--- src/rtl/neurosa_run_sequencer_pkg.sv ---
// Shared types and constants for the neurosa run sequencer.
package neurosa_pkg;

    localparam int FP_DATA_WIDTH_DEF   = 16;
    localparam int NEURON_ID_WIDTH_DEF = 8;
    localparam int ITER_WIDTH_DEF      = 16;
    localparam int PERIOD_WIDTH_DEF    = 16;
    localparam int READ_TIMEOUT_DEF    = 64;

    // Config words streamed per neuron: Vmem, mu, neuronI, Q.
    localparam int WORDS_PER_NEURON = 4;
    // Cycles the array is held in reset after an accepted start.
    localparam int ARST_CYCLES      = 2;
    // Begin-write marker; sliced to the array bus width at the point of use.
    localparam logic [63:0] BEGIN_WR = '1;

    typedef enum logic [3:0] {
        S_IDLE,
        S_ARST,
        S_SETUP,
        S_BEGIN,
        S_LOAD,
        S_RUN,
        S_RDREQ,
        S_READ,
        S_DONE
    } seq_state_t;

    // ABORT shares code 1 with BAD_ARG.
    typedef enum logic [1:0] {
        ERR_NONE     = 2'd0,
        ERR_BAD_ARG  = 2'd1,
        ERR_UNDERRUN = 2'd2,
        ERR_TIMEOUT  = 2'd3
    } err_code_t;

    // Index of the final config word for a given active-neuron count.
    function automatic int last_word_idx(input int n);
        return n * WORDS_PER_NEURON - 1;
    endfunction

endpackage

--- src/rtl/neurosa_run_sequencer_if.sv ---
// Host, config, array and result signals of the run sequencer, bundled.
interface neurosa_run_sequencer_if #(
    parameter int FP_DATA_WIDTH   = 16,
    parameter int NEURON_ID_WIDTH = 8,
    parameter int ITER_WIDTH      = 16,
    parameter int PERIOD_WIDTH    = 16
);
    logic                       start;
    logic                       abort;
    logic [NEURON_ID_WIDTH-1:0] num_active;
    logic [ITER_WIDTH-1:0]      num_iters;
    logic [PERIOD_WIDTH-1:0]    read_period;
    logic                       cfg_valid;
    logic                       cfg_ready;
    logic [FP_DATA_WIDTH-1:0]   cfg_data;
    logic                       arr_reset_l;
    logic [FP_DATA_WIDTH-1:0]   arr_ins;
    logic                       arr_rd;
    logic [FP_DATA_WIDTH-1:0]   arr_outs;
    logic                       arr_read_done;
    logic                       res_valid;
    logic [FP_DATA_WIDTH-1:0]   res_data;
    logic [NEURON_ID_WIDTH-1:0] res_idx;
    logic                       res_last;
    logic [ITER_WIDTH-1:0]      iter_count;
    logic                       busy;
    logic                       done;
    logic                       err;
    logic [1:0]                 err_code;

    // Sequencer side.
    modport master (
        input  start, abort, num_active, num_iters, read_period,
               cfg_valid, cfg_data, arr_outs, arr_read_done,
        output cfg_ready, arr_reset_l, arr_ins, arr_rd,
               res_valid, res_data, res_idx, res_last,
               iter_count, busy, done, err, err_code
    );

    // Host / array side.
    modport slave (
        output start, abort, num_active, num_iters, read_period,
               cfg_valid, cfg_data, arr_outs, arr_read_done,
        input  cfg_ready, arr_reset_l, arr_ins, arr_rd,
               res_valid, res_data, res_idx, res_last,
               iter_count, busy, done, err, err_code
    );

endinterface

--- src/rtl/neurosa_run_sequencer.sv ---
// Run controller for the top_neurons array: reset, program, load config,
// then alternate RUN epochs with readout bursts forwarded to the host.
// Control outputs (busy, cfg_ready, arr_rd, arr_reset_l, done) follow the
// state; the array data bus and result stream are registered images of the
// current cycle's payload, so they trail the state by one cycle. This keeps
// the array bus contiguous: N, BEGIN_WR, then the config words back to back.
module neurosa_run_sequencer
    import neurosa_pkg::*;
#(
    parameter int FP_DATA_WIDTH   = FP_DATA_WIDTH_DEF,
    parameter int NEURON_ID_WIDTH = NEURON_ID_WIDTH_DEF,
    parameter int ITER_WIDTH      = ITER_WIDTH_DEF,
    parameter int PERIOD_WIDTH    = PERIOD_WIDTH_DEF,
    parameter int READ_TIMEOUT    = READ_TIMEOUT_DEF
) (
    input  logic                     clk,
    input  logic                     reset,
    neurosa_run_sequencer_if.master  bus
);

    localparam int WCNT_W = NEURON_ID_WIDTH + 2;

    seq_state_t                 r_state, w_state_next;
    logic [NEURON_ID_WIDTH-1:0] r_num_active;
    logic [ITER_WIDTH-1:0]      r_num_iters;
    logic [PERIOD_WIDTH-1:0]    r_read_period;
    logic [PERIOD_WIDTH-1:0]    r_cyc_cnt, w_cyc_next;
    logic [WCNT_W-1:0]          r_word_cnt, w_word_next, w_last_word;
    logic [ITER_WIDTH-1:0]      r_iter_count, w_iter_next, w_iter_inc;
    logic                       r_err, w_err_next;
    err_code_t                  r_err_code, w_err_code_next;
    logic [FP_DATA_WIDTH-1:0]   r_arr_ins, w_arr_ins_next;
    logic                       r_res_valid, w_res_valid_next;
    logic [FP_DATA_WIDTH-1:0]   r_res_data, w_res_data_next;
    logic [NEURON_ID_WIDTH-1:0] r_res_idx, w_res_idx_next;
    logic                       r_res_last, w_res_last_next;
    logic                       w_latch_args;
    logic                       r_busy, r_done, r_cfg_ready, r_arr_rd, r_arr_reset_l;

    assign w_last_word = WCNT_W'(last_word_idx(int'(r_num_active)));
    assign w_iter_inc  = r_iter_count + ITER_WIDTH'(1);

    // State register.
    always_ff @(posedge clk) begin
        if (reset) r_state <= S_IDLE;
        else       r_state <= w_state_next;
    end

    // Next-state, counter and payload decode.
    always_comb begin
        w_state_next     = r_state;
        w_cyc_next       = r_cyc_cnt;
        w_word_next      = r_word_cnt;
        w_iter_next      = r_iter_count;
        w_err_next       = r_err;
        w_err_code_next  = r_err_code;
        w_arr_ins_next   = '0;
        w_res_valid_next = 1'b0;
        w_res_data_next  = '0;
        w_res_idx_next   = '0;
        w_res_last_next  = 1'b0;
        w_latch_args     = 1'b0;
        if (bus.abort && (r_state != S_IDLE)) begin
            w_state_next    = S_IDLE;
            w_err_next      = 1'b1;
            w_err_code_next = ERR_BAD_ARG;
        end else begin
            case (r_state)
                S_IDLE: begin
                    if (bus.start) begin
                        if ((bus.num_active == '0) || (bus.num_iters == '0) ||
                            (bus.read_period == '0)) begin
                            w_err_next      = 1'b1;
                            w_err_code_next = ERR_BAD_ARG;
                        end else begin
                            w_state_next    = S_ARST;
                            w_cyc_next      = '0;
                            w_iter_next     = '0;
                            w_err_next      = 1'b0;
                            w_err_code_next = ERR_NONE;
                            w_latch_args    = 1'b1;
                        end
                    end
                end
                S_ARST: begin
                    if (r_cyc_cnt == PERIOD_WIDTH'(ARST_CYCLES - 1)) w_state_next = S_SETUP;
                    else                                               w_cyc_next   = r_cyc_cnt + PERIOD_WIDTH'(1);
                end
                S_SETUP: begin
                    w_arr_ins_next = FP_DATA_WIDTH'(r_num_active);
                    w_state_next   = S_BEGIN;
                end
                S_BEGIN: begin
                    w_arr_ins_next = BEGIN_WR[FP_DATA_WIDTH-1:0];
                    w_word_next    = '0;
                    w_state_next   = S_LOAD;
                end
                S_LOAD: begin
                    // The array consumes one word per cycle and cannot stall.
                    if (!bus.cfg_valid) begin
                        w_state_next    = S_IDLE;
                        w_err_next      = 1'b1;
                        w_err_code_next = ERR_UNDERRUN;
                    end else begin
                        w_arr_ins_next = bus.cfg_data;
                        if (r_word_cnt == w_last_word) begin
                            w_state_next = S_RUN;
                            w_cyc_next   = '0;
                        end else begin
                            w_word_next  = r_word_cnt + WCNT_W'(1);
                        end
                    end
                end
                S_RUN: begin
                    if (r_cyc_cnt == r_read_period - PERIOD_WIDTH'(1)) w_state_next = S_RDREQ;
                    else                                              w_cyc_next   = r_cyc_cnt + PERIOD_WIDTH'(1);
                end
                S_RDREQ: begin
                    w_state_next = S_READ;
                    w_cyc_next   = '0;
                end
                S_READ: begin
                    w_res_valid_next = 1'b1;
                    w_res_data_next  = bus.arr_outs;
                    w_res_idx_next   = r_res_valid ? r_res_idx + NEURON_ID_WIDTH'(1) : '0;
                    if (bus.arr_read_done) begin
                        w_res_last_next = 1'b1;
                        w_iter_next     = w_iter_inc;
                        w_cyc_next      = '0;
                        w_state_next    = (w_iter_inc == r_num_iters) ? S_DONE : S_RUN;
                    end else if (r_cyc_cnt == PERIOD_WIDTH'(READ_TIMEOUT - 1)) begin
                        w_state_next    = S_IDLE;
                        w_err_next      = 1'b1;
                        w_err_code_next = ERR_TIMEOUT;
                    end else begin
                        w_cyc_next = r_cyc_cnt + PERIOD_WIDTH'(1);
                    end
                end
                S_DONE:  w_state_next = S_IDLE;
                default: w_state_next = S_IDLE;
            endcase
        end
    end

    // Counters, sampled arguments and registered outputs.
    always_ff @(posedge clk) begin
        if (reset) begin
            r_num_active  <= '0;
            r_num_iters   <= '0;
            r_read_period <= '0;
            r_cyc_cnt     <= '0;
            r_word_cnt    <= '0;
            r_iter_count  <= '0;
            r_err         <= 1'b0;
            r_err_code    <= ERR_NONE;
            r_arr_ins     <= '0;
            r_res_valid   <= 1'b0;
            r_res_data    <= '0;
            r_res_idx     <= '0;
            r_res_last    <= 1'b0;
            r_busy        <= 1'b0;
            r_done        <= 1'b0;
            r_cfg_ready   <= 1'b0;
            r_arr_rd      <= 1'b0;
            r_arr_reset_l <= 1'b0;
        end else begin
            if (w_latch_args) begin
                r_num_active  <= bus.num_active;
                r_num_iters   <= bus.num_iters;
                r_read_period <= bus.read_period;
            end
            r_cyc_cnt     <= w_cyc_next;
            r_word_cnt    <= w_word_next;
            r_iter_count  <= w_iter_next;
            r_err         <= w_err_next;
            r_err_code    <= w_err_code_next;
            r_arr_ins     <= w_arr_ins_next;
            r_res_valid   <= w_res_valid_next;
            r_res_data    <= w_res_data_next;
            r_res_idx     <= w_res_idx_next;
            r_res_last    <= w_res_last_next;
            r_busy        <= (w_state_next != S_IDLE);
            r_done        <= (w_state_next == S_DONE);
            r_cfg_ready   <= (w_state_next == S_LOAD);
            r_arr_rd      <= (w_state_next == S_RDREQ);
            r_arr_reset_l <= (w_state_next != S_IDLE) && (w_state_next != S_ARST);
        end
    end

    assign bus.cfg_ready   = r_cfg_ready;
    assign bus.arr_reset_l = r_arr_reset_l;
    assign bus.arr_ins     = r_arr_ins;
    assign bus.arr_rd      = r_arr_rd;
    assign bus.res_valid   = r_res_valid;
    assign bus.res_data    = r_res_data;
    assign bus.res_idx     = r_res_idx;
    assign bus.res_last    = r_res_last;
    assign bus.iter_count  = r_iter_count;
    assign bus.busy        = r_busy;
    assign bus.done        = r_done;
    assign bus.err         = r_err;
    assign bus.err_code    = r_err_code;

endmodule

--- src/flat_wrapper.sv ---
// flat-port wrapper written by rule: the top's interface ports become plain ports
module neurosa_run_sequencer_flat import neurosa_pkg::*;
#(
    parameter int FP_DATA_WIDTH   = FP_DATA_WIDTH_DEF,
    parameter int NEURON_ID_WIDTH = NEURON_ID_WIDTH_DEF,
    parameter int ITER_WIDTH      = ITER_WIDTH_DEF,
    parameter int PERIOD_WIDTH    = PERIOD_WIDTH_DEF,
    parameter int READ_TIMEOUT    = READ_TIMEOUT_DEF
)
  (clk, reset, bus_start, bus_abort, bus_num_active, bus_num_iters, bus_read_period, bus_cfg_valid, bus_cfg_data, bus_arr_outs, bus_arr_read_done, bus_cfg_ready, bus_arr_reset_l, bus_arr_ins, bus_arr_rd, bus_res_valid, bus_res_data, bus_res_idx, bus_res_last, bus_iter_count, bus_busy, bus_done, bus_err, bus_err_code);
  neurosa_run_sequencer_if #(.FP_DATA_WIDTH(FP_DATA_WIDTH), .NEURON_ID_WIDTH(NEURON_ID_WIDTH), .ITER_WIDTH(ITER_WIDTH), .PERIOD_WIDTH(PERIOD_WIDTH)) bus_i ();
  input  logic clk;
  input  logic reset;
  input wire logic [$bits(bus_i.start)-1:0] bus_start;
  input wire logic [$bits(bus_i.abort)-1:0] bus_abort;
  input wire logic [$bits(bus_i.num_active)-1:0] bus_num_active;
  input wire logic [$bits(bus_i.num_iters)-1:0] bus_num_iters;
  input wire logic [$bits(bus_i.read_period)-1:0] bus_read_period;
  input wire logic [$bits(bus_i.cfg_valid)-1:0] bus_cfg_valid;
  input wire logic [$bits(bus_i.cfg_data)-1:0] bus_cfg_data;
  input wire logic [$bits(bus_i.arr_outs)-1:0] bus_arr_outs;
  input wire logic [$bits(bus_i.arr_read_done)-1:0] bus_arr_read_done;
  output wire logic [$bits(bus_i.cfg_ready)-1:0] bus_cfg_ready;
  output wire logic [$bits(bus_i.arr_reset_l)-1:0] bus_arr_reset_l;
  output wire logic [$bits(bus_i.arr_ins)-1:0] bus_arr_ins;
  output wire logic [$bits(bus_i.arr_rd)-1:0] bus_arr_rd;
  output wire logic [$bits(bus_i.res_valid)-1:0] bus_res_valid;
  output wire logic [$bits(bus_i.res_data)-1:0] bus_res_data;
  output wire logic [$bits(bus_i.res_idx)-1:0] bus_res_idx;
  output wire logic [$bits(bus_i.res_last)-1:0] bus_res_last;
  output wire logic [$bits(bus_i.iter_count)-1:0] bus_iter_count;
  output wire logic [$bits(bus_i.busy)-1:0] bus_busy;
  output wire logic [$bits(bus_i.done)-1:0] bus_done;
  output wire logic [$bits(bus_i.err)-1:0] bus_err;
  output wire logic [$bits(bus_i.err_code)-1:0] bus_err_code;
  assign bus_i.start = bus_start;
  assign bus_i.abort = bus_abort;
  assign bus_i.num_active = bus_num_active;
  assign bus_i.num_iters = bus_num_iters;
  assign bus_i.read_period = bus_read_period;
  assign bus_i.cfg_valid = bus_cfg_valid;
  assign bus_i.cfg_data = bus_cfg_data;
  assign bus_i.arr_outs = bus_arr_outs;
  assign bus_i.arr_read_done = bus_arr_read_done;
  assign bus_cfg_ready = bus_i.cfg_ready;
  assign bus_arr_reset_l = bus_i.arr_reset_l;
  assign bus_arr_ins = bus_i.arr_ins;
  assign bus_arr_rd = bus_i.arr_rd;
  assign bus_res_valid = bus_i.res_valid;
  assign bus_res_data = bus_i.res_data;
  assign bus_res_idx = bus_i.res_idx;
  assign bus_res_last = bus_i.res_last;
  assign bus_iter_count = bus_i.iter_count;
  assign bus_busy = bus_i.busy;
  assign bus_done = bus_i.done;
  assign bus_err = bus_i.err;
  assign bus_err_code = bus_i.err_code;
  neurosa_run_sequencer #(.FP_DATA_WIDTH(FP_DATA_WIDTH), .NEURON_ID_WIDTH(NEURON_ID_WIDTH), .ITER_WIDTH(ITER_WIDTH), .PERIOD_WIDTH(PERIOD_WIDTH), .READ_TIMEOUT(READ_TIMEOUT)) u_core (.clk(clk), .reset(reset), .bus(bus_i));
endmodule
--- config.mk ---
export PLATFORM = sky130hd
export DESIGN_NAME = neurosa_run_sequencer_flat
export DESIGN_NICKNAME = d
export VERILOG_FILES = /design/src/rtl/neurosa_run_sequencer_pkg.sv /design/src/rtl/neurosa_run_sequencer_if.sv /design/src/rtl/neurosa_run_sequencer.sv /design/src/flat_wrapper.sv
export SDC_FILE = /design/constraint.sdc
export NUM_CORES = 1
export LEC_CHECK = 0
export BUFFER_PORTS_ARGS = -buffer_cell sky130_fd_sc_hd__buf_2
export CORE_UTILIZATION = 50
export CTS_BUF_LIST = sky130_fd_sc_hd__clkbuf_8
export DETAILED_ROUTE_END_ITERATION = 10
export HOLD_SLACK_MARGIN = 0.05
export PLACE_DENSITY = 0.7
export SLEW_MARGIN = 10
export SYNTH_ARGS = -nofsm -noshare
export SYNTH_HDL_FRONTEND = slang
export SYNTH_SLANG_ARGS = --single-unit
--- constraint.sdc ---
create_clock -name clk -period 7.9 [get_ports clk]
set_input_delay 1.975 -clock clk [delete_from_list [all_inputs] [get_ports clk]]
set_output_delay 1.975 -clock clk [all_outputs]
set_load 0.05 [all_outputs]
==> results.txt, run 1 <==
----------------------------------------------------
[Timing]
  Crit share post-route ... 52.0%
  Hold Violations, Final ... 0
  Remaining max-slew budget at the tightest pin ... 25.2%
  Maximum clock frequency ... 244 MHz
  Setup repair after global routing missed its margin ... no
  Post-route minimum period ... 4100 ps
  Setup violations, final ... 0
  Max-slew violation count ... 0
  Slew at the pin with the worst max-slew slack ... 1120 ps
  Clock skew after layout ... 11.2 ps
  Total Neg Setup Slack ... 0 ps

[Clock network]
  Source-to-sink clock delay at the later pin of the worst-skew pair ... 450 ps
  Clock tree from TritonCTS ... yes
  Maximum clock path buffer count ... 2
  CTS-repair resized insts ... 0
  Cts bufs inserted ... 17
  Setup repair bufs after CTS ... 0
  Number of H-tree levels ... 4
  CTS clock-pin slew for the worst setup and hold paths ... 80 ps
  Root cell of the clock tree ... clkbuf_8
  Clock tree sinks ... 136
  Hold Buf Count CTS ... 0

[Setup path]
  Kind of critical path ... input port to flop
  Arr. time, crit path ... 4430 ps
  Critical path launch point type ... input port
  Sort of element at the end of the critical path ... flop
  Data required time of the critical path ... 8230 ps
  Critical Path Fanout Max ... 29

[Place]
  Port Buffer Count ... 143
  Instance area after placement ... 7640 µm²
  Detailed Place HPWL ... 12.8 mm
  Placer's final routability congestion estimate ... 0.878

[Synthesis]
  Number of synthesized flops with an enable pin ... 0
  Nets in the synthesized netlist ... 937
  Share of synthesized area occupied by flip-flops and latches ... 39.7%
  Gate Count Post-Synth ... 852
  Number of synthesized register bits ... 136
  Share of flip-flops with an asynchronous set or reset ... 0%
  Average size of a mapped cell ... 8.04 µm²
  Area contributors post-synth ... dfxtp_1 40%, xnor2_1 5.9%, a21oi_1 5.4%, nand2_1 4.8%, nor2_1 4.8%
  Distinct cells, synth ... 64
  Warnings, synthesis ... 0
  Biggest area consumer among synthesized cells ... dfxtp_1
  Cell area after synthesis ... 6850 µm²
  Post-synth top area share ... 39.7%
  Prevailing post-synth register cell ... dfxtp_1

[Cells and area]
  Most common library cell in the layout ignoring fill and taps ... buf_2
  Finished layout cell area ... 8140 µm²
  Most frequent cells in the layout ... 143 x buf_2, 136 x dfxtp_1, 88 x nand2_1
  Share of cells above drive strength 1 ... 20.4%
  Final core area utilization ... 61.2%
  Final-stage net count ... 1056
  Area grow syn2layout ... 18.8%

[GRT]
  Total congestion overflow after global routing ... 0
  Global Route Usage Sum ... 25.6%
  Initial antenna violation count ... 1
  Via count of the first global-routing pass ... 5794
  Maximum number of pins on one net before global-route repair ... 69
  Wire length of the first global-routing pass ... 29.0 mm

[Run]
  Max-Cap Viols ... 0

[Floorplan]
  Height of the chip ... 119 µm
  Placement Rows ... 42
  Horiz. Die Dim ... 119 µm
  Top-level I/O count ... 144
  Area of the core ... 13300 µm²
  Effective utilization at floorplan ... 51.5%
  Area enclosed by the die boundary ... 14200 µm²

[Routing]
  Number of remaining DRC errors ... 0
  Via density per instance ... 5.66
  Count of vias placed by the detailed router ... 6572
  WL final ... 17.9 mm
  Routed len/inst ... 15.4 µm
  Antenna Violating Nets Remaining ... 0
  Violation count after the first detailed-route iteration ... 392
  Detailed-routing iteration count for the pre-antenna-repair pass ... 5

[Pwr]
  Power density over the cells ... 208 nW/µm²
  Max VDD drop ... 0.164 mV
  Leakage power figure ... 3.33 nW

[Run status]
  Run status ... completed

[Hold path]
  Class of the tightest hold or removal check ... flop to flop

----------------------------------------------------
## final cells by class
cell class | instances | area (µm²)
fill | 1250 | 5150
multi-input combinational | 648 | 3870
sequential | 136 | 2720
timing repair buffer | 149 | 761
clock buffer | 20 | 275
clock inverter | 12 | 220
tap | 176 | 220
inverter | 19 | 71.3
antenna | 1 | 2.50
## flip-flops by register name (all words and copies together), names as in the netlist
| name | cells |
|---|---|
| u_core.bus.busy | 1 |
| u_core.r_state | 4 |
| u_core.bus.arr_rd | 1 |
| u_core.r_word_cnt | 10 |
| u_core.bus.res_data | 16 |
| u_core.bus.err | 1 |
| u_core.r_num_iters | 16 |
| u_core.bus.res_valid | 1 |
| u_core.bus.res_last | 1 |
| u_core.r_read_period | 16 |
| u_core.bus.res_idx | 8 |
| u_core.r_num_active | 8 |
| u_core.bus.cfg_ready | 1 |
| u_core.bus.arr_ins | 16 |
| u_core.r_cyc_cnt | 16 |
| u_core.bus.arr_reset_l | 1 |
| u_core.bus.done | 1 |
| u_core.bus.iter_count | 16 |
| u_core.bus.err_code | 2 |
## synthesized netlist by cell type, types with 6 or more instances
library cell / number
nor4_1: 27
nand2b_1: 10
nand4_1: 14
a21oi_1: 74
dfxtp_1: 136
clkbuf_1: 40
and3_1: 33
nor3_1: 26
o21ai_0: 61
ha_1: 7
o211ai_1: 6
nand3b_1: 6
nor3b_1: 9
nor2b_1: 6
nand3_1: 29
a31oi_1: 6
inv_1: 19
xnor2_1: 46
xor2_1: 25
a221oi_1: 10
nor2_1: 88
nand2_1: 88
## routing by layer
metal	global-route usage, %	up-vias	wire, µm
met3	5.84	24	1170
met2	38.3	222	7930
met4	9.49	0	299
met1	35.7	3053	8480
met5	0	-	0
li1	-	3273	-
## worst paths after layout
| path | start | end | slack [ps] | cells past startpoint |
|---|---|---|---|---|
| worst max-delay path | bus_read_period[8] | u_core.bus.busy | 3800 | 9 |
| worst min register to register | u_core.bus.res_idx[0] | u_core.bus.res_idx[0] | 470 | 1 |
| worst max register to register | u_core.r_read_period[0] | u_core.r_cyc_cnt[10] | 4370 | 10 |
| worst min-delay path | u_core.bus.res_idx[0] | u_core.bus.res_idx[0] | 470 | 1 |
## metrics by stage
stage	power, W	hold slack [ps]	setup WS, ps	instances
finish	0.00170	466	3800	1161
global route	0.00177	504	3620	1160
CTS	0.00170	469	3880	1160
detailed placement	0.00100	450	3410	1128
global placement	0.000998	441	3440	1128
floorplan	0.000930	465	4320	852
## power breakdown
part	internal (W)	total (W)	switching, W
combinational	0.0000993	0.000245	0.000146
sequential	0.000709	0.000743	0.0000342
clock	0.000432	0.000708	0.000275
## worst max-delay path, cell delays in order
cell and delay (ps):
buf_2 100, nor4_1 380, nand4_1 240, nand3_1 460
buf_4 360, nor2_2 170, a211oi_1 310, nor3b_1 310
o211ai_1 110
## cell families (layout without fill, tap and decap cells)
kind of cell,count (synthesis),after routing,synth area share (%)
AO/OA/AOI/OAI,205,205,18.4
buffers and inverters,68,200,4.07
multiplexers,5,5,0.730
XOR/XNOR,71,71,9.07
AND/OR/NAND/NOR,360,360,26.7
other,0,1,0
flip-flops,136,136,39.7
adder cells (fa/ha/maj),7,7,1.28
Power figures use the tool's default switching activity.
==> run 2: changes to the inputs <==
--- a/config.mk
+++ b/config.mk
@@ -5,12 +5,13 @@
 export SDC_FILE = /design/constraint.sdc
 export NUM_CORES = 1
 export LEC_CHECK = 0
+export ABC_AREA = 1
 export BUFFER_PORTS_ARGS = -buffer_cell sky130_fd_sc_hd__buf_2
 export CORE_UTILIZATION = 50
 export CTS_BUF_LIST = sky130_fd_sc_hd__clkbuf_8
 export DETAILED_ROUTE_END_ITERATION = 10
 export HOLD_SLACK_MARGIN = 0.05
-export PLACE_DENSITY = 0.7
+export PLACE_DENSITY = 0.72
 export SLEW_MARGIN = 10
 export SYNTH_ARGS = -nofsm -noshare
 export SYNTH_HDL_FRONTEND = slang
==> constraint.sdc (replaced) <==
create_clock -name clk -period 3.3 [get_ports clk]
set_input_delay 0.825 -clock clk [delete_from_list [all_inputs] [get_ports clk]]
set_output_delay 0.825 -clock clk [all_outputs]
set_load 0.05 [all_outputs]
==> run 2 against run 1 <==
  * Global-route usage rose by 0.34 points
  * Critical path type is now flop to flop
  * Non-clock buffer count stayed put
  * Critical endpoint is now u_core.r_cyc_cnt[1]
  * Critical path depth is 4 higher
  * Die area grew 13%
  * Register-to-register slack worse by 3600 ps
  * Via count increased by 20%
  * First-iteration DRC count up 23%
  * Largest cell class unchanged
==> results.txt, run 2 <==
----------------------------------------------------
[Clock network]
  CTS-repair resized insts ... 0 (unchanged)
  Root cell of the clock tree ... clkbuf_8
  Setup repair bufs after CTS ... 0 (unchanged)
  Clock tree sinks ... 136 (unchanged)
  Maximum clock path buffer count ... 2 (unchanged)
  CTS clock-pin slew for the worst setup and hold paths ... 80 ps (about the same)
  Hold Buf Count CTS ... 0 (unchanged)
  Cts bufs inserted ... 17 (unchanged)
  Clock tree from TritonCTS ... yes
  Source-to-sink clock delay at the later pin of the worst-skew pair ... 450 ps (about the same)
  Number of H-tree levels ... 4 (unchanged)

[Timing]
  Setup repair after global routing missed its margin ... no
  Crit share post-route ... 77.8%
  Total Neg Setup Slack ... 0 ps (unchanged)
  Setup violations, final ... 0 (unchanged)
  Remaining max-slew budget at the tightest pin ... 37.8% (+13 points)
  Hold Violations, Final ... 0 (unchanged)
  Post-route minimum period ... 2570 ps
  Slew at the pin with the worst max-slew slack ... 926 ps (-192 ps)
  Max-slew violation count ... 0 (unchanged)
  Maximum clock frequency ... 390 MHz
  Clock skew after layout ... 11.1 ps (-0.0694 ps)

[Pwr]
  Internal ... 0.00296 W (+140%)
  Switching power summed over all nets ... 0.00157 W (+250%)
  Sequential cell fraction of total power ... 41.2% (-2.6 points)
  Power density over the cells ... 503 nW/µm² (+140%)
  Sw frac ... 34.7% (+7.9 points)
  Max VDD drop ... 0.257 mV (+56%)
  Sum of internal, switching and leakage power ... 0.00453 W (+170%)
  Combinational fraction of design power ... 24.9% (+10 points)
  Leakage power figure ... 4.18 nW (+26%)
  Share of total power in the clock network ... 33.9% (-7.8 points)

[Cells and area]
  Area grow syn2layout ... 16.5%
  Most common library cell in the layout ignoring fill and taps ... nand2_1
  Share of cells above drive strength 1 ... 19.7% (-0.76 points)
  Filler instances ... 1492 (+19%)
  Final-stage net count ... 1374 (+30%)
  Most frequent cells in the layout ... 253 x nand2_1, 185 x nor2_1, 143 x buf_2

[Routing]
  Number of remaining DRC errors ... 0 (unchanged)
  Routed len/inst ... 13.5 µm (-12%)
  WL final ... 20.1 mm (+13%)
  Via density per instance ... 5.27 (-6.9%)
  Antenna Violating Nets Remaining ... 0 (unchanged)
  Detailed-routing iteration count for the pre-antenna-repair pass ... 5 (unchanged)
  Violation count after the first detailed-route iteration ... 483 (+23%)
  Count of vias placed by the detailed router ... 7856 (+20%)

[Floorplan]
  Placement Rows ... 45 (+7.1%)
  Area enclosed by the die boundary ... 16000 µm² (+13%)
  Height of the chip ... 126 µm (+6.1%)
  Effective utilization at floorplan ... 51.1% (-0.48 points)
  Area of the core ... 15100 µm² (+14%)
  Top-level I/O count ... 144 (unchanged)
  Horiz. Die Dim ... 126 µm (+6.1%)

[Synthesis]
  Most common library cells after synthesis ... 253 x nand2_1, 185 x nor2_1, 136 x dfxtp_1, 109 x inv_1, 101 x nand3_1
  Post-synth top area share ... 35.2% (-4.5 points)
  Prevailing post-synth register cell ... dfxtp_1
  Combinational family with the most area after synthesis ... simple AND/OR/NAND/NOR gates
  Most common cell in the synthesized netlist ... nand2_1
  Cell area after synthesis ... 7730 µm² (+13%)
  Share of synthesized area occupied by flip-flops and latches ... 35.2% (-4.5 points)
  Number of synthesized flops with an enable pin ... 0 (unchanged)
  Area contributors post-synth ... dfxtp_1 35%, nand2_1 12%, nor2_1 9.0%, nand3_1 6.5%, inv_1 5.3%
  Gate Count Post-Synth ... 1155 (+36%)
  Post-synthesis adder-cell area fraction ... 1.13% (-0.15 points)
  Warnings, synthesis ... 0 (unchanged)
  Share of synthesized cell area in and, or, nand and nor gates ... 36.9% (+10 points)
  Distinct cells, synth ... 52 (-19%)
  Xor/xnor cell area share of the yosys netlist ... 4.03% (-5.0 points)
  Biggest area consumer among synthesized cells ... dfxtp_1
  Nets in the synthesized netlist ... 1240 (+32%)
  Compound-Gate Fraction of Synth Area ... 14.2% (-4.2 points)
  Share of flip-flops with an asynchronous set or reset ... 0% (unchanged)
  Portion of netlist area occupied by mux cells ... 0% (-0.73 points)
  Number of synthesized register bits ... 136 (unchanged)
  Average size of a mapped cell ... 6.70 µm² (-17%)

[Setup path]
  Arr. time, crit path ... 2900 ps (-1530 ps)
  Data required time of the critical path ... 3630 ps (-4600 ps)
  R2r setup slk ... 730 ps (-3640 ps)
  Critical path startpoint ... u_core.r_num_active[0]
  Critical Path Fanout Max ... 17 (-41%)
  Kind of critical path ... flop to flop
  Sequence of cells on the critical path ... inv_1 > ha_1 > nor2_1 > a21oi_1 > nand3_1 > nor2_1 > nand2_1 > nor2_1 > a21oi_2 > nor2_8 > nand2_8 > o21ai_0 > nor2_1
  FF-to-FF Start ... u_core.r_num_active[0]
  Number of cell instances on the worst register-to-register path ... 13 (+3)
  Library cell contributing the largest single delay on the critical path ... dfxtp_1
  Most used cell, CP ... nor2_1
  Peak per-stage delay on the critical path ... 410 ps (-50 ps)
  Critical path launch point type ... flop
  Sort of element at the end of the critical path ... flop

[GRT]
  Total congestion overflow after global routing ... 0 (unchanged)
  Global Route Usage Sum ... 25.9% (+0.34 points)
  Via count of the first global-routing pass ... 7024 (+21%)
  Wire length of the first global-routing pass ... 33.3 mm (+15%)
  Maximum number of pins on one net before global-route repair ... 63 (-8.7%)
  Initial antenna violation count ... 2 (+1)

[Place]
  Detailed Place HPWL ... 15.2 mm (+19%)
  Placer's final routability congestion estimate ... 0.897 (+2.2%)
  Port Buffer Count ... 143 (unchanged)

[Hold path]
  Cell count of the worst hold path ... 2 (+1)
  Start point of the worst hold path ... u_core.r_num_iters[1]
  Class of the tightest hold or removal check ... flop to flop

[Run status]
  Run status ... completed

[Run]
  Max-Cap Viols ... 0 (unchanged)

----------------------------------------------------
[run 2: cell types whose count changed in the layout (fill, tap and decap cells not counted), moves of 33 or more]
cell     change
and3_1      -33
xnor2_1     -35
nand3_1     +72
nand2_1    +165
nor2_1      +98
inv_1       +90
[run 2: logic make-up (layout without fill, tap and decap cells)]
| group | count (synthesis) | count (layout) |
|---|---|---|
| adder cells (fa/ha/maj) | 7 | 7 |
| AO/OA/AOI/OAI | 184 | 184 |
| flip-flops | 136 | 136 |
| AND/OR/NAND/NOR | 629 | 629 |
| XOR/XNOR | 34 | 34 |
| buffers and inverters | 165 | 312 |
| other | 0 | 1 |
[run 2: critical path: cells and delay by family, from the launching register on]
family                     cells  cell delay [ps]
and+or+nand+nor                8             1010
DFF                            1              410
buffers and inverters          1              130
adders and majority gates      1              320
AOI/OAI and AO/OA              3              570
[run 2: path summary, 6_finish.rpt]
check / end
setup / recovery: u_core.r_cyc_cnt[1]
hold / removal: u_core.r_num_iters[1]
setup reg to reg: u_core.r_cyc_cnt[1]
hold reg to reg: u_core.r_num_iters[1]
[run 2: area by class of cell]
class | instances | area (µm²) | share of cell area (%)
Multi-Input combinational cell | 854 | 4350 | 48.3
Sequential cell | 136 | 2720 | 30.2
Timing Repair Buffer | 149 | 761 | 8.45
Inverter | 131 | 497 | 5.51
Clock buffer | 18 | 248 | 2.75
Tap cell | 188 | 235 | 2.61
Clock inverter | 14 | 195 | 2.17
Antenna cell | 1 | 2.50 | 0.0278
[run 2: through the flow]
step           worst slack (ps)  hold WS (ps)  std cells  utilization [%]  cell area [µm²]
3_5_place_dp                645           461       1458             56.5             8560
6_report                    733           471       1491             59.5             9010
5_1_grt                     495           500       1491             59.5             9010
4_1_cts                     776           474       1490             59.5             9000
3_3_place_gp                734           457       1458             56.5             8560
2_1_floorplan               897           444       1155                -             7730
[run 2: power groups by stage]
| stage | Clock (W) | Combinational, W | Sequential, W |
|---|---|---|---|
| after global placement | 0 | 0.00111 | 0.00190 |
| after detailed placement | 0 | 0.00112 | 0.00190 |
| final | 0.00154 | 0.00113 | 0.00187 |
| after global routing | 0.00165 | 0.00128 | 0.00188 |
| after floorplan | 0 | 0.000772 | 0.00199 |
| after CTS | 0.00157 | 0.00113 | 0.00186 |
[run 2: layer usage]
layer  global-route usage [%]  share of wire, %
met3                     4.77               4.9
met1                     33.3                45
met4                     9.78               2.3
met5                        0                 0
met2                     43.3                48
==> run 3: changes to the inputs <==
--- a/config.mk
+++ b/config.mk
@@ -11,7 +11,7 @@
 export CTS_BUF_LIST = sky130_fd_sc_hd__clkbuf_8
 export DETAILED_ROUTE_END_ITERATION = 10
 export HOLD_SLACK_MARGIN = 0.05
-export PLACE_DENSITY = 0.72
+export PLACE_DENSITY = 0.69
 export SLEW_MARGIN = 10
 export SYNTH_ARGS = -nofsm -noshare
 export SYNTH_HDL_FRONTEND = slang
==> constraint.sdc (replaced) <==
create_clock -name clk -period 2.5 [get_ports clk]
set_input_delay 0.625 -clock clk [delete_from_list [all_inputs] [get_ports clk]]
set_output_delay 0.625 -clock clk [all_outputs]
set_load 0.05 [all_outputs]
==> run 3 against run 2 <==
  * First-iteration DRC count up 18%
  * Die area unchanged
  * Fmax up 12%
  * Routed wire length is 4.0% higher
  * Sequential cell count did not move
  * Non-clock buffer count up 13
  * Clock skew up 2.5 ps
  * Cell count rose by 0.80%
  * Design area is 1.8% higher
  * Worst hold slack got worse by 93 ps
  * Critical path type unchanged
  * Critical endpoint is now u_core.r_word_cnt[5]
  * Largest cell class unchanged
  * Largest power group unchanged
  * Highest routed layer unchanged
==> results.txt, run 3 (synthesized netlist as in run 2, its figures left out) <==
----------------------------------------------------
[Run status]
  Run status ... completed

[Routing]
  Count of vias placed by the detailed router ... 7917 (+0.78%)
  Via density per instance ... 5.27 (about the same)
  Detailed-routing iteration count for the pre-antenna-repair pass ... 5 (unchanged)
  WL final ... 20.9 mm (+4.0%)
  Antenna Violating Nets Remaining ... 0 (unchanged)
  Number of remaining DRC errors ... 0 (unchanged)
  Violation count after the first detailed-route iteration ... 569 (+18%)
  Routed len/inst ... 13.9 µm (+3.2%)

[Timing]
  Crit share post-route ... 91.4% (+14 points)
  Maximum clock frequency ... 438 MHz (+12%)
  Setup violations, final ... 0 (unchanged)
  Slew at the pin with the worst max-slew slack ... 938 ps (+12.6 ps)
  Post-route minimum period ... 2280 ps (-282 ps)
  Final worst slack ... 215 ps (-518 ps)
  Hold Violations, Final ... 0 (unchanged)
  Max-slew violation count ... 0 (unchanged)
  Clock skew after layout ... 13.6 ps (+2.49 ps)
  Remaining max-slew budget at the tightest pin ... 37.0% (-0.85 points)

[Setup path]
  FF-to-FF Start ... u_core.r_num_active[0]
  Data required time of the critical path ... 2830 ps (-800 ps)
  Critical Path Fanout Max ... 6 (-11)
  Arr. time, crit path ... 2620 ps (-280 ps)
  Sort of element at the end of the critical path ... flop
  Critical path launch point type ... flop
  R2r setup slk ... 220 ps (-520 ps)
  Endpoint of the worst register-to-register path ... u_core.r_word_cnt[5]
  Number of cell instances on the worst register-to-register path ... 14 (+1)
  Kind of critical path ... flop to flop

[Floorplan]
  Area of the core ... 15100 µm² (unchanged)
  Horiz. Die Dim ... 126 µm (unchanged)
  Top-level I/O count ... 144 (unchanged)
  Area enclosed by the die boundary ... 16000 µm² (unchanged)
  Effective utilization at floorplan ... 51.1% (unchanged)
  Height of the chip ... 126 µm (unchanged)
  Placement Rows ... 45 (unchanged)

[Cells and area]
  Share of cells above drive strength 1 ... 20.8% (+1.1 points)
  Area grow syn2layout ... 18.6%
  Most frequent cells in the layout ... 253 x nand2_1, 184 x nor2_1, 143 x buf_2
  Final-stage net count ... 1388 (+1.0%)
  Filler instances ... 1472 (-1.3%)
  Finished layout cell area ... 9170 µm² (+1.8%)
  Most common library cell in the layout ignoring fill and taps ... nand2_1
  Number of antenna repair diodes ... 0 (-1)

[Run]
  Max-Cap Viols ... 0 (unchanged)

[Place]
  Detailed Place HPWL ... 15.6 mm (+2.8%)
  Port Buffer Count ... 143 (unchanged)
  Placer's final routability congestion estimate ... 0.941 (+4.9%)
  Instance area after placement ... 8680 µm² (+1.4%)
  Pre-CTS WS ... 63.1 ps (-582 ps)

[Pwr]
  Leakage power figure ... 4.27 nW (+2.2%)
  Max VDD drop ... 0.559 mV (+120%)
  Power density over the cells ... 666 nW/µm² (+32%)

[Clock network]
  Source-to-sink clock delay at the later pin of the worst-skew pair ... 450 ps (about the same)
  Cts bufs inserted ... 17 (unchanged)
  Setup repair bufs after CTS ... 0 (unchanged)
  Clock tree from TritonCTS ... yes
  Number of H-tree levels ... 4 (unchanged)
  Clock tree sinks ... 136 (unchanged)
  Hold Buf Count CTS ... 0 (unchanged)
  Root cell of the clock tree ... clkbuf_8
  CTS-repair resized insts ... 0 (unchanged)
  CTS clock-pin slew for the worst setup and hold paths ... 80 ps (about the same)
  Maximum clock path buffer count ... 2 (unchanged)

[GRT]
  Via count of the first global-routing pass ... 7292 (+3.8%)
  Maximum number of pins on one net before global-route repair ... 63 (unchanged)
  Wire length of the first global-routing pass ... 35.0 mm (+4.9%)
  Total congestion overflow after global routing ... 0 (unchanged)
  Initial antenna violation count ... 0 (-2)
  Global Route Usage Sum ... 27.1% (+1.1 points)

[Hold path]
  Endpoint, Worst Hold ... u_core.bus.res_data[1]
  Start point of the worst hold path ... bus_arr_outs[1]
  Cell count of the worst hold path ... 3 (+1)
  Class of the tightest hold or removal check ... input port to flop

----------------------------------------------------
[run 3: cell types whose count changed in the layout (fill, tap and decap cells not counted), moves of 2 or more]
cell and delta:
o21ai_0 -2, inv_6 -2, buf_4 +10, buf_12 +2
[run 3: area by class of cell]
class	count	area (µm²)	share of cell area [%]
multi-input combinational	855	4370	47.7
inverter	131	499	5.44
clock buffer	18	248	2.70
tap	188	235	2.57
clock inverter	13	204	2.22
sequential	136	2720	29.7
timing repair buffer	162	887	9.68
[run 3: critical path: stages, from the launching register on]
cell,delay (ps)
dfxtp_1,420
inv_1,80
ha_1,310
a21oi_1,150
nand3_1,90
nor2_1,80
nand2_1,50
nor2_1,180
nand2_1,150
o21ai_4,260
inv_2,90
nand2_2,80
nor2_1,40
o21ai_0,130
nor2_1,60
[run 3: worst max-delay path by stage]
stage,start,end,slack (ps),depth (start not counted)
floorplan,u_core.bus.iter_count[0],u_core.bus.busy,100,14
global placement,u_core.r_read_period[0],u_core.r_cyc_cnt[0],140,15
detailed placement,u_core.r_read_period[0],u_core.r_cyc_cnt[0],60,15
CTS,u_core.r_read_period[0],u_core.r_cyc_cnt[0],40,15
global route,u_core.bus.iter_count[1],u_core.bus.busy,-40,16
finish,u_core.r_num_active[0],u_core.r_word_cnt[5],220,14
[run 3: per-stage QoR]
step | hold WS (ps) | TNS, ps | power (W) | utilization, % | cells
detailed placement | 464 | 0 | 0.00404 | 57.3 | 1471
global route | 363 | -56.3 | 0.00645 | 60.5 | 1503
floorplan | 444 | 0 | 0.00364 | - | 1155
finish | 378 | 0 | 0.00611 | 60.5 | 1503
CTS | 363 | 0 | 0.00611 | 60.3 | 1502
global placement | 459 | 0 | 0.00403 | 57.3 | 1471
[run 3: routing by layer]
layer | share of wire [%] | up-vias | GRT usage, % | routed length (µm)
li1 | - | 4058 | - | -
met1 | 45 | 3595 | 34.9 | 9360
met2 | 48 | 216 | 45.0 | 10100
met3 | 4.5 | 48 | 4.77 | 941
met4 | 2.6 | 0 | 10.6 | 542
met5 | 0 | - | 0 | 0
[run 3: power breakdown]
group	total [W]	leakage [nW]	internal [W]	switching [W]
sequential	0.00246	1.11	0.00230	0.000156
combinational	0.00158	2.94	0.000528	0.00105
clock	0.00207	0.222	0.00120	0.000869
total	0.00611	4.27	0.00403	0.00207
